## config.mk

```make
export PLATFORM = sky130hd
export DESIGN_NAME = data_mem_sweep
export DESIGN_NICKNAME = d
export VERILOG_FILES = /design/src/rtl/data_mem_sweep.sv
export SDC_FILE = /design/constraint.sdc
export NUM_CORES = 2
export LEC_CHECK = 0
export CAP_MARGIN = 20
export CORE_AREA = 2 2 356 358
export DETAILED_ROUTE_END_ITERATION = 8
export DIE_AREA = 0 0 358 360
export PLACE_DENSITY = 0.79
export SYNTH_ARGS = -nofsm -noshare
export SYNTH_HDL_FRONTEND = slang
export SYNTH_SLANG_ARGS = --single-unit
```

## constraint.sdc

```tcl
create_clock -name clk -period 14.06 [get_ports clk]
set_input_delay 2.109 -clock clk [delete_from_list [all_inputs] [get_ports clk]]
set_output_delay 2.109 -clock clk [all_outputs]
set_load 0.05 [all_outputs]
```

## src/rtl/data_mem_sweep.sv

```systemverilog
// data_mem_sweep: single-port synchronous data memory for the 8-bit RISC core.
// Registered read/write-return path with a one-cycle valid strobe and an
// optional reset-time sweep that zeroes every word before the block reports ready.
//
// Parameters:
//   DATA_W     word width in bits
//   ADDR_W     address width, depth = 2**ADDR_W words
//   CLR_ON_RST 1 = zero all words after reset, 0 = ready right after reset
//
// Ports:
//   clk       system clock, rising edge
//   rst_n     asynchronous active-low reset
//   req       access request, accepted only while ready
//   wr_en     1 = write, 0 = read
//   addr      word address
//   data_in   write data
//   data_out  registered read data / write-return data
//   rvalid    data_out valid this cycle
//   ready     block accepts requests
//   perr      parity error on current data_out (0 unless DMEM_PARITY_EN)
//   inj_perr  store an inverted parity bit on this write (DMEM_PARITY_EN only)
//
// Optional feature: define DMEM_PARITY_EN to add one even-parity bit per word.
module data_mem_sweep #(
    parameter int unsigned DATA_W     = 8,
    parameter int unsigned ADDR_W     = 8,
    parameter bit          CLR_ON_RST = 1'b1
) (
    input  logic              clk,
    input  logic              rst_n,
    input  logic              req,
    input  logic              wr_en,
    input  logic [ADDR_W-1:0] addr,
    input  logic [DATA_W-1:0] data_in,
    output logic [DATA_W-1:0] data_out,
    output logic              rvalid,
    output logic              ready,
    output logic              perr,
    input  logic              inj_perr
);

    localparam int unsigned DEPTH = 2 ** ADDR_W;

    localparam logic [0:0] ST_CLEAR = 1'b0;
    localparam logic [0:0] ST_RUN   = 1'b1;
    localparam logic [0:0] ST_RST   = CLR_ON_RST ? ST_CLEAR : ST_RUN;

    logic [DATA_W-1:0] mem [DEPTH];

    logic [0:0]        state_q, state_d;
    logic [ADDR_W-1:0] cnt_q, cnt_d;
    logic [DATA_W-1:0] data_d;
    logic              rvalid_d;
    logic              ready_d;
    logic              perr_d;

    logic              accept_c;
    logic              mem_we_c;
    logic [ADDR_W-1:0] mem_waddr_c;
    logic [DATA_W-1:0] mem_wdata_c;
    logic              rd_perr_c;

    assign accept_c = req && ready;

    // Next-state, memory write port and output next values
    always_comb begin
        state_d     = state_q;
        cnt_d       = cnt_q;
        data_d      = data_out;
        rvalid_d    = 1'b0;
        ready_d     = ready;
        perr_d      = 1'b0;
        mem_we_c    = 1'b0;
        mem_waddr_c = addr;
        mem_wdata_c = data_in;

        case (state_q)
            ST_CLEAR: begin
                // One zero word per cycle; requests are ignored meanwhile
                ready_d     = 1'b0;
                mem_we_c    = 1'b1;
                mem_waddr_c = cnt_q;
                mem_wdata_c = '0;
                cnt_d       = cnt_q + ADDR_W'(1);
                if (cnt_q == {ADDR_W{1'b1}}) begin
                    state_d = ST_RUN;
                    ready_d = 1'b1;
                    cnt_d   = '0;
                end
            end
            ST_RUN: begin
                ready_d = 1'b1;
                if (accept_c) begin
                    rvalid_d = 1'b1;
                    if (wr_en) begin
                        // Write-first return: echo the stored data
                        mem_we_c = 1'b1;
                        data_d   = data_in;
                    end else begin
                        data_d = mem[addr];
                        perr_d = rd_perr_c;
                    end
                end
            end
            default: begin
                state_d = ST_RST;
                ready_d = 1'b0;
            end
        endcase
    end

    // State and output registers
    always_ff @(posedge clk or negedge rst_n) begin
        if (!rst_n) begin
            state_q  <= ST_RST;
            cnt_q    <= '0;
            data_out <= '0;
            rvalid   <= 1'b0;
            ready    <= 1'b0;
            perr     <= 1'b0;
        end else begin
            state_q  <= state_d;
            cnt_q    <= cnt_d;
            data_out <= data_d;
            rvalid   <= rvalid_d;
            ready    <= ready_d;
            perr     <= perr_d;
        end
    end

    // Storage array, no reset: contents are defined only by the sweep or writes
    always_ff @(posedge clk) begin
        if (mem_we_c) begin
            mem[mem_waddr_c] <= mem_wdata_c;
        end
    end

`ifdef DMEM_PARITY_EN
    logic par_mem [DEPTH];
    logic wpar_c;

    // Sweep writes parity of zero (0); run writes ^data, optionally inverted
    assign wpar_c    = (state_q == ST_RUN) && ((^data_in) ^ inj_perr);
    assign rd_perr_c = par_mem[addr] ^ (^mem[addr]);

    always_ff @(posedge clk) begin
        if (mem_we_c) begin
            par_mem[mem_waddr_c] <= wpar_c;
        end
    end
`else
    logic unused_inj_perr;

    assign unused_inj_perr = inj_perr;
    assign rd_perr_c       = 1'b0;
`endif

endmodule
```

==> results.md <==
- The worst setup path category is primary input to flip-flop.
- Setup repair after global routing left no endpoint under its margin.
- Of the total synthesized cell area, the portion taken by AND, OR, NAND and NOR gates is 0.03140.
- The setup fix buffers added after clock tree synthesis is 0.
- The die covers 128900 um2.
- The critical path endpoint category is a flip-flop.
- The flip-flop and latch count after synthesis is 2066.
- The leakage power figure is 22.22 nW.
- In this run the vertical extent of the chip is 360 um.
- Based on the critical path, the design can be clocked at up to 0.1453 GHz.
- The number of H-tree levels is 4.
- The count of buffers inserted at the top-level ports is 29.
- In this run the power density over the cells is 136.9 nW/um2.
- The via total after detailed routing is 40440.
- The final non-filler cell area is 88730 um2.
- The dominant combinational cell family by area after synthesis is multiplexers.
- The proportion of synthesized flip-flops having asynchronous set or reset is 0.008712.
- The number of global-route vias before repair was 40330.
- After clock tree synthesis, the clock-pin slew on the worst setup and hold paths is 0.07 ns.
- The final critical delay including setup and external delays is 6.883 ns.
- The number of failing setup endpoints in the final timing report is 0.
- The run finished, with violations left.
- The remaining design rule violation count is 20.
- Synthesis produced a netlist with a net count of 3793.
- Synthesis produced a netlist whose cell count is 3771.
- The headroom to the max-slew limit is 0.1590.
- The detail route stage leaves a number of antenna-violating nets equal to 0.
- The largest fanout on the critical path is 97.
- The netlist area before placement is 80540 um2.
- Entering global routing, the biggest net connects 161 pins.
- The number of gates resized after CTS is 0.
- The latest clock arrival within the worst-skew pair is 0.81 ns.
- In the synthesized netlist the dominant register cell turns out to be sky130_fd_sc_hd__edfxtp_1.
- The detailed-route vias per instance is 7.144.
- The number of enable flip-flop cells after synthesis is 2048.
- The compound-cell area share of the yosys netlist was 0.02321.
- The share of post-route cells with drive strength above 1 is 0.2249.
- The worst voltage drop across the vdd grid is 0.1351 mV.
- The first routing iteration left 6459 violations.
- Counting along the longest clock path gives a buffer depth of 3.
- In this run the worst hold path is classified as flip-flop to flip-flop.
- The count of yosys warnings during synthesis is 0.
- The number of max-slew violations in the final report is 0.
- The overall global routing resource usage is 0.3078.
- The initial antenna violation count came to 6.
- At the pin with the least slew margin, the transition time is 1.258 ns.
- In this run the core area contains 130 standard-cell rows.
- The post-synthesis xor/xnor area fraction is 0.0003262.
- The count of final hold-check violations is 0.
- The synthesized area divided by synthesized cell count is 21.36 um2.
- The worst endpoint data arrival time is 7.58 ns.
- The placed instances occupy a cell area of 82320 um2.
- TritonCTS created 193 clock buffers.
- The checks that failed: design-rule violations.
- The detailed-routing iteration count for the pre-antenna-repair pass is 9.
- The layout-stage area growth over the synthesis result is 10.17%.
- The worst setup skew after layout is 0.03044 ns.
- After global routing the overflow that remains totals 0.
- 32 I/O pins were placed.
- The global placement routability congestion is 0.9380.
- The sum of routed wire length over all layers is 194900 um.
- The first global-routing pass estimated 281800 um of wire.
- The average wire per standard cell is 34.43 um.
- For this run, the register share of the synthesized area comes to 0.7692.
- Hold repair after CTS inserted 0 buffers.
- After floorplanning, the core was sized to cover 124900 um2.
- TritonCTS built the clock tree.
- Of the total synthesized cell area, the portion taken by full adders, half adders and majority gates is 0.0001554.
- Summed over all nets, the half-perimeter wirelength after detailed placement is 111900 um.
- Adding up every negative setup slack in the final design gives 0 ns.
- The fraction of synthesized area in multiplexers is 0.1612.
- Synthesis instantiated 56 different standard cells from the library.
- Dividing the final minimum period by the clock period gives 0.4895.
- The filler cell count is 6943.
- The count of max-cap constraint violations is 0.
- The initial utilization of the core area, before any placement, comes to 0.6447.
- The tree is rooted in a sky130_fd_sc_hd__clkbuf_16.
- The net total in the final layout is 3872.
- The kind of launch point of the worst setup path is a primary input.
- Clock tree synthesis found a total of 2066 sinks.
- The endpoint required time on the critical path is 14.75 ns.
- The horizontal extent of the die is 358 um.
worst max-delay path, cell delays in order:
cell and delay, ns:
sky130_fd_sc_hd__buf_8 0.47, sky130_fd_sc_hd__buf_4 0.65, sky130_fd_sc_hd__buf_12 0.62, sky130_fd_sc_hd__buf_4 0.80, sky130_fd_sc_hd__mux4_2 0.59, sky130_fd_sc_hd__nor2b_1 0.14, sky130_fd_sc_hd__a211oi_1 0.29, sky130_fd_sc_hd__a211oi_1 0.11
sky130_fd_sc_hd__nor4_1 0.91, sky130_fd_sc_hd__a211oi_1 0.30, sky130_fd_sc_hd__a221o_1 0.40
final timing paths:
kind                                 startpoint                       to  slack [ns]  cells after the start
min in group asynchronous                 rst_n  data_out[6]$_DFFE_PN0P_        1.59                      1
max in group asynchronous                 rst_n     cnt_q[0]$_DFFE_PN0N_       12.01                      2
min reg2reg                cnt_q[6]$_DFFE_PN0N_     cnt_q[6]$_DFFE_PN0N_        0.53                      1
max reg2reg                     ready$_DFF_PN0_    mem[193][7]$_DFFE_PP_        9.38                      5
min                        cnt_q[6]$_DFFE_PN0N_     cnt_q[6]$_DFFE_PN0N_        0.53                      1
max                                     addr[0]  data_out[0]$_DFFE_PN0P_        7.18                     11
report_power, final:
group,internal (W),switching (W)
Clock,0.00299,0.00222
Sequential,0.00666,0
Combinational,0.0000952,0.000179
routing by layer:
| layer | vias up | GRT usage | part of all wire |
|---|---|---|---|
| li1 | 15930 | - | - |
| met1 | 20940 | 0.4267 | 0.35 |
| met2 | 3029 | 0.4750 | 0.49 |
| met3 | 539 | 0.06905 | 0.11 |
| met4 | 2 | 0.1437 | 0.051 |
| met5 | - | 0 | 0.000067 |
through the flow:
stage                     worst slack (ns)  power [W]  hold WS (ns)  utilization  std cells
after floorplan                      7.857   0.006986        0.4839            -       3771
after global placement               6.490   0.007060        0.5141       0.6589       5295
after detailed placement             6.431   0.007061        0.5083       0.6589       5295
after CTS                            7.185    0.01217        0.5208       0.7090       5647
after global routing                 6.741    0.01240        0.5461       0.7102       5657
final                                7.177    0.01215        0.5270       0.7103       5661
area by class of cell:
type,instances,area (um2),share of cell area
multi-input combinational,1478,17440,0.1966
antenna,4,10.01,0.0001128
inverter,5,18.77,0.0002115
clock buffer,229,5092,0.05739
timing repair buffer,106,987.2,0.01113
sequential,2066,61950,0.6982
clock inverter,123,1164,0.01311
tap,1650,2064,0.02327
cells in the final DEF (no fill, tap or decap), types with 24 or more instances in the layout:
master and count:
sky130_fd_sc_hd__buf_4 69, sky130_fd_sc_hd__nor2b_1 43, sky130_fd_sc_hd__o21ai_0 25, sky130_fd_sc_hd__a211oi_1 55
sky130_fd_sc_hd__mux4_2 512, sky130_fd_sc_hd__clkdlybuf4s50_1 24, sky130_fd_sc_hd__edfxtp_1 2048, sky130_fd_sc_hd__nor2_1 296
sky130_fd_sc_hd__clkinv_1 55, sky130_fd_sc_hd__o22ai_1 34, sky130_fd_sc_hd__clkbuf_1 30, sky130_fd_sc_hd__mux2i_1 119
sky130_fd_sc_hd__clkinv_2 38, sky130_fd_sc_hd__clkbuf_16 199, sky130_fd_sc_hd__nand3_1 45, sky130_fd_sc_hd__nand2_1 84
sky130_fd_sc_hd__a22oi_1 42
cells in the mapped netlist, types with 10 or more instances:
cell,count,area share
sky130_fd_sc_hd__nand3_1,45,0.0028
sky130_fd_sc_hd__and2_1,14,0.0011
sky130_fd_sc_hd__edfxtp_1,2048,0.76
sky130_fd_sc_hd__buf_2,67,0.0042
sky130_fd_sc_hd__a211oi_1,55,0.0051
sky130_fd_sc_hd__o221ai_1,14,0.0015
sky130_fd_sc_hd__buf_1,24,0.0011
sky130_fd_sc_hd__buf_4,46,0.0043
sky130_fd_sc_hd__o21ai_0,25,0.0016
sky130_fd_sc_hd__clkbuf_1,77,0.0036
sky130_fd_sc_hd__nor2_1,296,0.014
sky130_fd_sc_hd__nor3_1,22,0.0014
sky130_fd_sc_hd__a22oi_1,42,0.0039
sky130_fd_sc_hd__o22ai_1,34,0.0026
sky130_fd_sc_hd__mux2i_1,119,0.015
sky130_fd_sc_hd__a21oi_1,14,0.00087
sky130_fd_sc_hd__a32oi_1,10,0.0011
sky130_fd_sc_hd__dfrtp_1,18,0.0056
sky130_fd_sc_hd__o32ai_1,13,0.0014
sky130_fd_sc_hd__mux2_2,23,0.0032
sky130_fd_sc_hd__nor2b_1,43,0.0033
sky130_fd_sc_hd__nand2_1,84,0.0039
sky130_fd_sc_hd__mux4_2,512,0.14
cell families after synthesis:
group | after synthesis
flops | 2066
simple gates | 564
other cells | 1
mux | 654
buf+inv | 227
fa+ha+maj | 1
xor+xnor | 3
compound gates | 255
flip-flops by register name, summed over array words and instances (netlist names):
signal	flops
mem	2048
data_out	8
ready	1
rvalid	1
cnt_q	8
(Power assumes the default switching activity.)
